**src/rtl/select_my_action.sv**
```systemverilog
// rtl/select_my_action.sv - forwarding-role selection with optional flag write-back
// Write-back sequence is built only when SMA_MEM_WRITEBACK_EN is defined.
module select_my_action #(
   parameter int WORD_WIDTH   = 16,
   parameter int ADDR_WIDTH   = 11,
   parameter int SINK_ID_BASE = 64,
   parameter logic [ADDR_WIDTH-1:0] FLAG_BASE = 11'h000
) (
   input  logic                  clock,
   input  logic                  nrst,
   input  logic                  en,
   input  logic                  start,
   output logic [ADDR_WIDTH-1:0] address,
   output logic                  wr_en,
   input  logic [WORD_WIDTH-1:0] nexthop,
   input  logic [WORD_WIDTH-1:0] nextsinks,
   output logic [WORD_WIDTH-1:0] action,
   output logic [WORD_WIDTH-1:0] data_out,
   output logic                  forAggregation,
   output logic                  done
);

   typedef enum logic [2:0] {IDLE, DECIDE, WR_AGG, WR_CODE, WR_HOP, DONE} state_t;

   state_t                state, next_state;
   logic                  is_self, is_sink, done_next;
   logic [1:0]            dec_code;
   logic [WORD_WIDTH-1:0] dec_action;

   always_comb begin
      is_self    = (nexthop == nextsinks);
      is_sink    = (nexthop >= WORD_WIDTH'(SINK_ID_BASE));
      dec_action = nexthop;
      dec_code   = 2'd0;
      if (is_self) begin
         dec_code = 2'd2;
      end else if (is_sink) begin
         dec_action = nextsinks;
         dec_code   = 2'd1;
      end
   end

   always_comb begin
      next_state = state;
      if (en) begin
         next_state = IDLE;
      end else begin
         case (state)
            IDLE:    if (start) next_state = DECIDE;
`ifdef SMA_MEM_WRITEBACK_EN
            DECIDE:  next_state = WR_AGG;
            WR_AGG:  next_state = WR_CODE;
            WR_CODE: next_state = WR_HOP;
            WR_HOP:  next_state = DONE;
`else
            DECIDE:  next_state = DONE;
`endif
            DONE:    next_state = DONE;
            default: next_state = IDLE;
         endcase
      end
   end

`ifdef SMA_MEM_WRITEBACK_EN
   // done rises on the edge that leaves the last write state
   assign done_next = !en && ((state == WR_HOP) || (state == DONE));
`else
   assign done_next = !en && (state == DONE);
`endif

   always_ff @(posedge clock or negedge nrst) begin
      if (!nrst) begin
         state          <= IDLE;
         action         <= '0;
         forAggregation <= 1'b0;
         done           <= 1'b0;
      end else begin
         state <= next_state;
         done  <= done_next;
         if (state == DECIDE && !en) begin
            action         <= dec_action;
            forAggregation <= is_self;
         end
      end
   end

`ifdef SMA_MEM_WRITEBACK_EN
   localparam logic [ADDR_WIDTH-1:0] AGG_ADDR  = FLAG_BASE + ADDR_WIDTH'(2);
   localparam logic [ADDR_WIDTH-1:0] CODE_ADDR = FLAG_BASE + ADDR_WIDTH'(4);
   localparam logic [ADDR_WIDTH-1:0] HOP_ADDR  = FLAG_BASE + ADDR_WIDTH'(6);

   logic [1:0]            code_r;
   logic [ADDR_WIDTH-1:0] address_r;
   logic [WORD_WIDTH-1:0] data_r;
   logic                  wr_en_r;

   // Each write word is staged on the edge entering its WR_* state.
   always_ff @(posedge clock or negedge nrst) begin
      if (!nrst) begin
         code_r    <= 2'd0;
         address_r <= '0;
         data_r    <= '0;
         wr_en_r   <= 1'b0;
      end else begin
         wr_en_r <= 1'b0;
         if (!en) begin
            case (state)
               DECIDE: begin
                  code_r    <= dec_code;
                  wr_en_r   <= 1'b1;
                  address_r <= AGG_ADDR;
                  data_r    <= {{(WORD_WIDTH-1){1'b0}}, is_self};
               end
               WR_AGG: begin
                  wr_en_r   <= 1'b1;
                  address_r <= CODE_ADDR;
                  data_r    <= {{(WORD_WIDTH-2){1'b0}}, code_r};
               end
               WR_CODE: begin
                  wr_en_r   <= 1'b1;
                  address_r <= HOP_ADDR;
                  data_r    <= action;
               end
               default: ;
            endcase
         end
      end
   end

   assign address  = address_r;
   assign data_out = data_r;
   assign wr_en    = wr_en_r;
`else
   assign address  = FLAG_BASE & {ADDR_WIDTH{1'b0}};
   assign data_out = '0;
   assign wr_en    = 1'b0;
`endif

endmodule

```
**config.mk**
```make
export PLATFORM = sky130hd
export DESIGN_NAME = select_my_action
export DESIGN_NICKNAME = d
export VERILOG_FILES = /design/src/rtl/select_my_action.sv
export SDC_FILE = /design/constraint.sdc
export NUM_CORES = 1
export LEC_CHECK = 0
export ABC_AREA = 1
export BUFFER_PORTS_ARGS = -buffer_cell sky130_fd_sc_hd__buf_2
export CORE_AREA = 2 2 73 75
export DETAILED_ROUTE_END_ITERATION = 12
export DIE_AREA = 0 0 75 77
export PLACE_DENSITY = 0.54
export RECOVER_POWER = 50
export SYNTH_ARGS = -nofsm -noshare
export SYNTH_HDL_FRONTEND = slang
export SYNTH_SLANG_ARGS = --single-unit
```
**constraint.sdc**
```tcl
create_clock -name clock -period 2 [get_ports clock]
set_input_delay 0 -clock clock [delete_from_list [all_inputs] [get_ports clock]]
set_output_delay 0 -clock clock [all_outputs]
set_load 0.005 [all_outputs]
```
==> results.yml, run 1 <==
status:
  outcome: "finished, final reports clean"
timing:
  hold_viol_final: 0
  fmax_ghz: 0.749
  fin_crit_sh_pct: 66.7
  fin_crit_ns: 1.33
  final.setup.worst_slack_ns: 0.665
  tns_ns: 0
  tightest_slew_ns: 1.12
  timing.slew.headroom_pct: 25.5
  finClkSkew_ns: 0.00182
  rsz0062_at_grt: "no"
  setup_viol: 0
  drv_slew: 0
cells_and_area:
  drive_above_1_share_pct: 22.7
  areaGrowthSynthToFinish_pct: 23.3
  nets: 310
  mostFrequentLayoutCell: "nand2_1"
  antennaDiodeCount: 0
  final_cell_mix: "nand2_1, buf_2, inv_1"
grt:
  globalRoute.busiestLayer: "met2"
  grt_pass1_vias: 1190
  track_usage_pct: 11.3
  grt_pass1_wl_um: 5070
  grt_max_degree: 26
  antenna_found_initial: 0
  grt_overflow_total: 0
  use_met2_pct: 18.8
  met3_usage_pct: 2.23
  grtUsageMet1_pct: 14.4
power:
  cellLeakagePower_uw: 0.00109
  p_sw_uw: 356
  ir_drop_mv: 0.202
  seqPwrFrac_pct: 45.3
  p_per_area_nw_per_um2: 661
  pwr-share-clk_pct: 26.7
  p_sw_share_pct: 30.5
  combinationalPowerShare_pct: 28.0
  intPower_uw: 811
floorplanning:
  dieArea_um2: 5780
  die_h_um: 77
  ioPinCount: 82
  core.rowCount: 26
  fp.dieW_um: 75
  start_util_pct: 28.8
  core_area_um2: 4980
route:
  num_vias: 1302
  postRouteAntennaNets: 0
  dr.pass1.iters: 4
  drt_iter0_drc: 24
  route.detailed.drc: 0
  drt-vias-per-instance: 3.80
  wl_per_cell_um: 9.49
  wl_um: 3260
setup_path:
  critPathLaunchType: "input pin"
  path_max_fanout: 25
  critPathArrivalTime_ns: 1.49
  r2r_slack_ns: 0.72
  critical_path_required_ns: 2.16
  criticalPathCategory: "in -> reg"
  critPathCaptureType: "flip-flop"
synthesis:
  ys_ff_latch: 20
  syn_inst: 214
  yosysWarnings: 0
  synth_area_per_cell_um2: 6.69
  synth_seq_area_share_pct: 35.0
  synth.cell_area_um2: 1430
  yosysUniqueCellTypes: 18
job:
  drv_cap: 0
cts:
  path_clk_slew_ns: 0.08
  clk_latency_ns: 0.26
  cts.sinks: 20
  cts_made_buffers: 3
  cts_tree: "done"
  ctsHoldBuffers: 5
  cts_resized: 0
  cts_max_level: 1
  cts_max_path_buffers: 2
  cts_root_buf: "clkbuf_8"
  cts_setup_buffers: 0
hold_path:
  hold_path_class: "in -> reg"
placed_design:
  gp_congestion: 0.679
  dp_hpwl_um: 2600
  port_buffers: 53
  pre_cts_ws_ns: 0.712
worst paths after layout:
kind | startpoint | to | cells past startpoint
worst max-delay path | en | action[15]$_DFFE_PN0P_ | 7
worst min-delay path | nextsinks[13] | action[13]$_DFFE_PN0P_ | 3
worst max register to register | state[2]$_DFFE_PN0P_ | action[15]$_DFFE_PN0P_ | 5
worst min register to register | action[3]$_DFFE_PN0P_ | action[3]$_DFFE_PN0P_ | 2
max in group asynchronous | nrst | action[12]$_DFFE_PN0P_ | 2
min in group asynchronous | nrst | done$_DFF_PN0_ | 2
power by group through the flow:
stage	clock, uW	sequential, uW	combinational [uW]
CTS	320	531	336
floorplan	0	542	202
global placement	0	536	325
finish	312	528	327
global route	338	541	378
detailed placement	0	538	328
cell usage after synthesis:
cell     number  area, um^2
o31ai_2       3        37.5
nor2_2        1        6.26
nand2_1      87         327
buf_2         3        15.0
buf_4        28         210
nand3_1       4        20.0
nor2_8        1        20.0
nand4_1       1        6.26
dfrtp_1      20         500
conb_1        1        3.75
nor2_1       20        75.1
inv_2         1        3.75
xor2_1        1        8.76
inv_1        30         113
inv_4         1        6.26
o31ai_1       5        37.5
o21ai_0       6        30.0
buf_6         1        11.3
through the flow:
step                      instance area, um^2  instances  util [%]  total power (uW)  hold WS (ns)
after floorplan                          1530        241         -               744        -0.296
after global placement                   1660        334      33.4               861       -0.0159
after detailed placement                 1660        334      33.4               866       -0.0144
after CTS                                1770        343      35.5              1190        0.0177
after global routing                     1760        343      35.4              1260        0.0274
final                                    1760        343      35.4              1170        0.0168
routing by layer:
metal / share of wire, % / vias to the layer above
li1: - / 694
met5: 0 / -
met1: 45 / 557
met2: 48 / 49
met4: 1.0 / 0
met3: 6.6 / 2
kinds of logic (layout without fill, tap and decap cells):
kind of cell | after synthesis | count (layout) | synth area share (%)
AOI/OAI and AO/OA | 14 | 14 | 7.34
xor gates and xnor gates | 1 | 1 | 0.612
buffers and inverters | 64 | 96 | 25.1
DFF | 20 | 20 | 35.0
other | 1 | 28 | 0.262
and+or+nand+nor | 114 | 114 | 31.7
sequential cells by signal (all words and copies together), names as in the netlist:
signal and count:
action 16, state 2, done 1, forAggregation 1
critical path: stages:
cell           delay [ns]
dlygate4sd3_1        0.54
buf_2                0.14
nor2_2               0.13
inv_2                0.07
nor2_8               0.17
inv_4                0.15
o31ai_1              0.27
cell type report:
type	instances	area, um^2
Fill cell	566	3210
Multi-Input combinational cell	157	673
Sequential cell	20	500
Timing Repair Buffer	60	325
Inverter	32	123
Tap cell	70	87.6
Clock buffer	4	55.1
No activity file was read; power rests on OpenSTA's default activity.
==> inputs of run 2 (changes only) <==
- PLACE_DENSITY: 0.54 -> 0.57
- clock period: 2 -> 1.2 ns (I/O delays scaled with it)
==> run 2 against run 1 <==
Setup slack worse by 0.57 ns. Die area unchanged. Clock skew up 0.00065 ns. Final area up 0.21%. Non-clock buffer count unchanged. Cell count unchanged. First-iteration DRC count up 21%. Via count down 1.2%. Global-route usage up 0.076 points. Sequential share of layout area down 0.060 points. Sequential cell count unchanged. Hold slack worse by 0.0030 ns. Critical path type is now reg -> reg. Largest cell class unchanged. Highest routed layer unchanged.
==> results.yml, run 2 (same netlist as run 1, synthesis figures left out) <==
setup_path:
  r2r_slack_ns: 0.09
  critPathArrivalTime_ns: 1.27
  cp.buffers_inverters: 2
  critical_path_required_ns: 1.36
  critPathLaunchType: "flip-flop"
  cpMaxStageDelayCell: "dfrtp_1"
  critPathCaptureType: "flip-flop"
  path_max_fanout: 25
  rr_startpoint: "state[2]$_DFFE_PN0P_"
  criticalPathCategory: "reg -> reg"
  cp_top_family: "flip-flops"
  reg2regPathDepth: 5
  crit_chain: "nor2_2 -> inv_2 -> nor2_8 -> inv_6 -> o31ai_1"
  reg2reg_to: "action[14]$_DFFE_PN0P_"
  critical_path.max_stage_delay_ns: 0.39
cells_and_area:
  areaGrowthSynthToFinish_pct: 23.5
  final_cell_mix: "nand2_1, buf_2, inv_1"
  fillCellCount: 578
  drive_above_1_share_pct: 23.1
  largest_register: "action"
  largest_register_ffs: 16
  instances_no_fill: 343
  largestRegisters: "action x16, state x2"
  antennaDiodeCount: 0
  mostFrequentLayoutCell: "nand2_1"
  nets: 310
job:
  drv_cap: 0
cts:
  path_clk_slew_ns: 0.07
  cts_made_buffers: 3
  clk_latency_ns: 0.26
  cts_max_path_buffers: 2
  cts_max_level: 1
  cts_tree: "done"
  cts.sinks: 20
  cts_root_buf: "clkbuf_8"
timing:
  tns_ns: 0
  hold_viol_final: 0
  fin_crit_sh_pct: 92.3
  drv_slew: 0
  fmax_ghz: 0.903
  setup_viol: 0
  finClkSkew_ns: 0.00247
  rsz0062_at_grt: "no"
  whs_ns: 0.0138
  fin_crit_ns: 1.11
route:
  dr.pass1.iters: 4
  drt_iter0_drc: 29
  wl_per_cell_um: 9.31
  num_vias: 1286
  wl_um: 3190
  drt-vias-per-instance: 3.75
  route.detailed.drc: 0
  postRouteAntennaNets: 0
power:
  intPower_uw: 1350
  p_sw_share_pct: 30.5
  finalPower_uw: 1940
  p_sw_uw: 592
  p_per_area_nw_per_um2: 1100
  ir_drop_mv: 0.366
  cellLeakagePower_uw: 0.00109
  pwr-share-clk_pct: 26.2
  combinationalPowerShare_pct: 28.4
  seqPwrFrac_pct: 45.4
floorplanning:
  die_h_um: 77
  ioPinCount: 82
  dieArea_um2: 5780
  core_area_um2: 4980
  fp.dieW_um: 75
  core.rowCount: 26
  start_util_pct: 28.8
grt:
  grt_pass1_vias: 1204
  grt_max_degree: 26
  antenna_found_initial: 0
  grt_pass1_wl_um: 5180
  track_usage_pct: 11.4
  grt_overflow_total: 0
placed_design:
  port_buffers: 53
  dp_hpwl_um: 2580
  place_inst: 335
  gp_congestion: 0.711
hold_path:
  hold_path_end: "action[7]$_DFFE_PN0P_"
  hold_path_class: "in -> reg"
  hold_depth: 3
  hold_start: "nextsinks[7]"
status:
  outcome: "finished, final reports clean"
run 2: changes by cell type in the layout (fill, tap and decap cells not counted), sizes merged:
cell and change:
dlygate4sd3 -1, clkbuf +1
run 2: repair_timing:
item,4_1_cts,5_1_grt
hold endpoints to repair,24,0
endpoints found under the setup margin,0,9
gates resized for setup,0,2
setup buffers,0,0
hold buffers,4,0
run 2: through the flow:
step | cell area [um^2] | util [%] | setup slack (ns)
2_1_floorplan | 1530 | - | 0.0530
3_3_place_gp | 1670 | 33.6 | 0.126
3_5_place_dp | 1670 | 33.6 | 0.0428
4_1_cts | 1770 | 35.5 | 0.0254
5_1_grt | 1770 | 35.5 | 0.00752
6_report | 1770 | 35.5 | 0.0925
run 2: area by class of cell:
| type | instances | area, um^2 | share of cell area, % |
|---|---|---|---|
| repair buffers | 60 | 322 | 18.2 |
| multi-input cells | 157 | 678 | 38.4 |
| clock buffers | 4 | 55.1 | 3.11 |
| inverters | 32 | 125 | 7.08 |
| flip-flops and latches | 20 | 500 | 28.3 |
| well taps | 70 | 87.6 | 4.95 |
run 2: tightest hold or removal path: stages:
cell and delay [ns]:
buf_2 0.11, nand3_1 0.07, nand2_1 0.06
run 2: how the worst max path moves through the flow:
stage | start | endpoint | slack (ns) | cells after the start
2_1_floorplan | state[2]$_DFFE_PN0P_ | action[10]$_DFFE_PN0P_ | 0.05 | 6
3_3_place_gp | state[0]$_DFFE_PN0P_ | action[11]$_DFFE_PN0P_ | 0.13 | 5
3_5_place_dp | state[2]$_DFFE_PN0P_ | action[6]$_DFFE_PN0P_ | 0.04 | 5
4_1_cts | state[2]$_DFFE_PN0P_ | action[6]$_DFFE_PN0P_ | 0.03 | 5
5_1_grt | state[2]$_DFFE_PN0P_ | action[6]$_DFFE_PN0P_ | 0.008 | 5
6_report | state[2]$_DFFE_PN0P_ | action[14]$_DFFE_PN0P_ | 0.09 | 5
run 2: metal layers:
layer / GRT usage, % / share of wire (%) / up-vias / routed length, um
met4: 3.75 / 1.1 / 0 / 34
li1: - / - / 698 / -
met1: 13.3 / 44 / 534 / 1400
met2: 20.3 / 48 / 52 / 1530
met5: 0 / 0 / - / 0
met3: 2.23 / 7.3 / 2 / 233
run 2: power by group through the flow:
stage	clock network, uW	registers (uW)	logic [uW]
after floorplan	0	903	337
after global placement	0	896	548
after detailed placement	0	897	552
after CTS	528	884	564
after global routing	548	899	642
final	509	883	552
==> inputs of run 3 (changes only) <==
- CELL_PAD_IN_SITES_DETAIL_PLACEMENT: default -> 1
- CELL_PAD_IN_SITES_GLOBAL_PLACEMENT: default -> 1
- CORE_AREA: 2 2 73 75 -> 2 2 78 80
- DIE_AREA: 0 0 75 77 -> 0 0 80 82
- PLACE_DENSITY: 0.57 -> 0.72
==> run 3 against run 2 <==
Cell count increased by 1.7%. Clock power about the same. Non-clock buffer count increased by 1. Clock-buffer cell count unchanged. Largest power group unchanged. Core utilization decreased by 3.7 points. Via count increased by 7.4%. Sequential share of layout area decreased by 0.91 points. Sequential cell count unchanged.
==> results.yml, run 3 (same netlist as run 1, synthesis figures left out) <==
setup_path:
  critPathLaunchType: "flip-flop"
  cpMaxStageDelayCell: "dfrtp_1"
  cp.buffers_inverters: 2
  path_depth: 5
  critical_path.max_stage_delay_ns: 0.40
  critPathArrivalTime_ns: 1.32
  cp_top_family: "flip-flops"
  critPathCaptureType: "flip-flop"
  critical_path_required_ns: 1.37
  criticalPathCategory: "reg -> reg"
  crit_chain: "nor2_2 -> inv_2 -> nor2_8 -> inv_8 -> o31ai_1"
  reg2regPathDepth: 5
  path_max_fanout: 25
floorplanning:
  fp.dieW_um: 80
  dieArea_um2: 6560
  core.rowCount: 28
  core_area_um2: 5750
  ioPinCount: 82
  die_h_um: 82
  start_util_pct: 24.9
cells_and_area:
  instances_no_fill: 349
  largest_register_ffs: 16
  largest_register: "action"
  areaGrowthSynthToFinish_pct: 27.6
  fillCellCount: 763
  mostFrequentLayoutCell: "nand2_1"
  drive_above_1_share_pct: 25.2
  antennaDiodeCount: 0
  largestRegisters: "action x16, state x2"
  nets: 311
  final_cell_mix: "nand2_1, buf_2, inv_1"
route:
  route.detailed.drc: 0
  met2_length_um: 1920
  num_vias: 1381
  dr.pass1.iters: 3
  dr_wl_met3_um: 243
  drt_iter0_drc: 45
  highest_layer: "met4"
  wl_um: 3760
  drt-vias-per-instance: 3.96
  postRouteAntennaNets: 0
  drt-met1-wl_um: 1560
  wl_per_cell_um: 10.8
grt:
  grt_overflow_total: 0
  grt_pass1_vias: 1334
  grt_pass1_wl_um: 6020
  grt_max_degree: 26
  antenna_found_initial: 0
  track_usage_pct: 11.6
cts:
  cts_made_buffers: 3
  clk_latency_ns: 0.25
  path_clk_slew_ns: 0.07
  cts_tree: "done"
  cts_setup_buffers: 0
  cts.sinks: 20
  cts_root_buf: "clkbuf_8"
  cts_max_path_buffers: 2
  cts_max_level: 1
power:
  p_per_area_nw_per_um2: 1090
  cellLeakagePower_uw: 0.00111
  ir_drop_mv: 0.474
placed_design:
  gp_congestion: 0.762
  place_inst: 341
  pre_cts_ws_ns: 0.0474
  dp_hpwl_um: 3090
  port_buffers: 53
timing:
  hold_viol_final: 0
  drv_slew: 0
  fmax_ghz: 0.869
  tightest_slew_ns: 0.529
  timing.slew.headroom_pct: 64.8
  rsz0062_at_grt: "yes"
  setup_viol: 0
  final.setup.worst_slack_ns: 0.0497
  finClkSkew_ns: 0.00109
  fin_crit_sh_pct: 95.9
  fin_crit_ns: 1.15
job:
  drv_cap: 0
hold_path:
  hold_depth: 3
  hold_path_class: "in -> reg"
status:
  outcome: "finished, final reports clean"
[run 3: per-stage QoR]
step	TNS, ns	instance area [um^2]	power (uW)	hold WS, ns	util (%)
detailed placement	0	1700	1470	-0.0150	29.6
global route	-0.0512	1830	2150	0.0140	31.8
global placement	0	1700	1450	-0.0141	29.6
floorplan	0	1530	1240	-0.296	-
finish	0	1830	1980	0.00368	31.8
CTS	0	1790	2000	0.00664	31.2
[run 3: final timing paths]
kind                                        start                     end  slack [ns]
max                          state[2]$_DFFE_PN0P_  action[15]$_DFFE_PN0P_        0.05
min                                  nextsinks[9]   action[9]$_DFFE_PN0P_       0.004
max reg2reg                  state[2]$_DFFE_PN0P_  action[15]$_DFFE_PN0P_        0.05
min reg2reg                action[13]$_DFFE_PN0P_  action[13]$_DFFE_PN0P_        0.48
max in group asynchronous                    nrst   action[9]$_DFFE_PN0P_        0.59
min in group asynchronous                    nrst          done$_DFF_PN0_        0.25
[run 3: metal layers]
metal  global-route usage [%]  vias up
met5                        0        -
met4                     3.05        0
met1                     14.1      631
met3                     1.76        2
li1                         -      702
met2                     21.4       46
[run 3: worst reg2reg max path: stages (launching register included)]
cell     delay (ns)
dfrtp_1        0.40
nor2_2         0.13
inv_2          0.08
nor2_8         0.13
inv_8          0.10
o31ai_1        0.23
[run 3: what timing repair did]
action	in CTS	in global routing
setup endpoints to repair	0	9
gates resized for setup	0	8
hold endpoints to repair	23	0
hold buffers	4	0
[run 3: report_power, final]
part,internal [uW],total (uW),switching [uW]
Sequential,810,882,72.0
Clock,291,508,217
Combinational,266,593,326
[run 3: layout make-up]
type                            count  area, um^2  area share, %
Multi-Input combinational cell    157         702           38.4
Sequential cell                    20         500           27.4
Timing Repair Buffer               61         348           19.0
Inverter                           32         128           6.99
Tap cell                           75        93.8           5.14
Clock buffer                        4        55.1           3.01
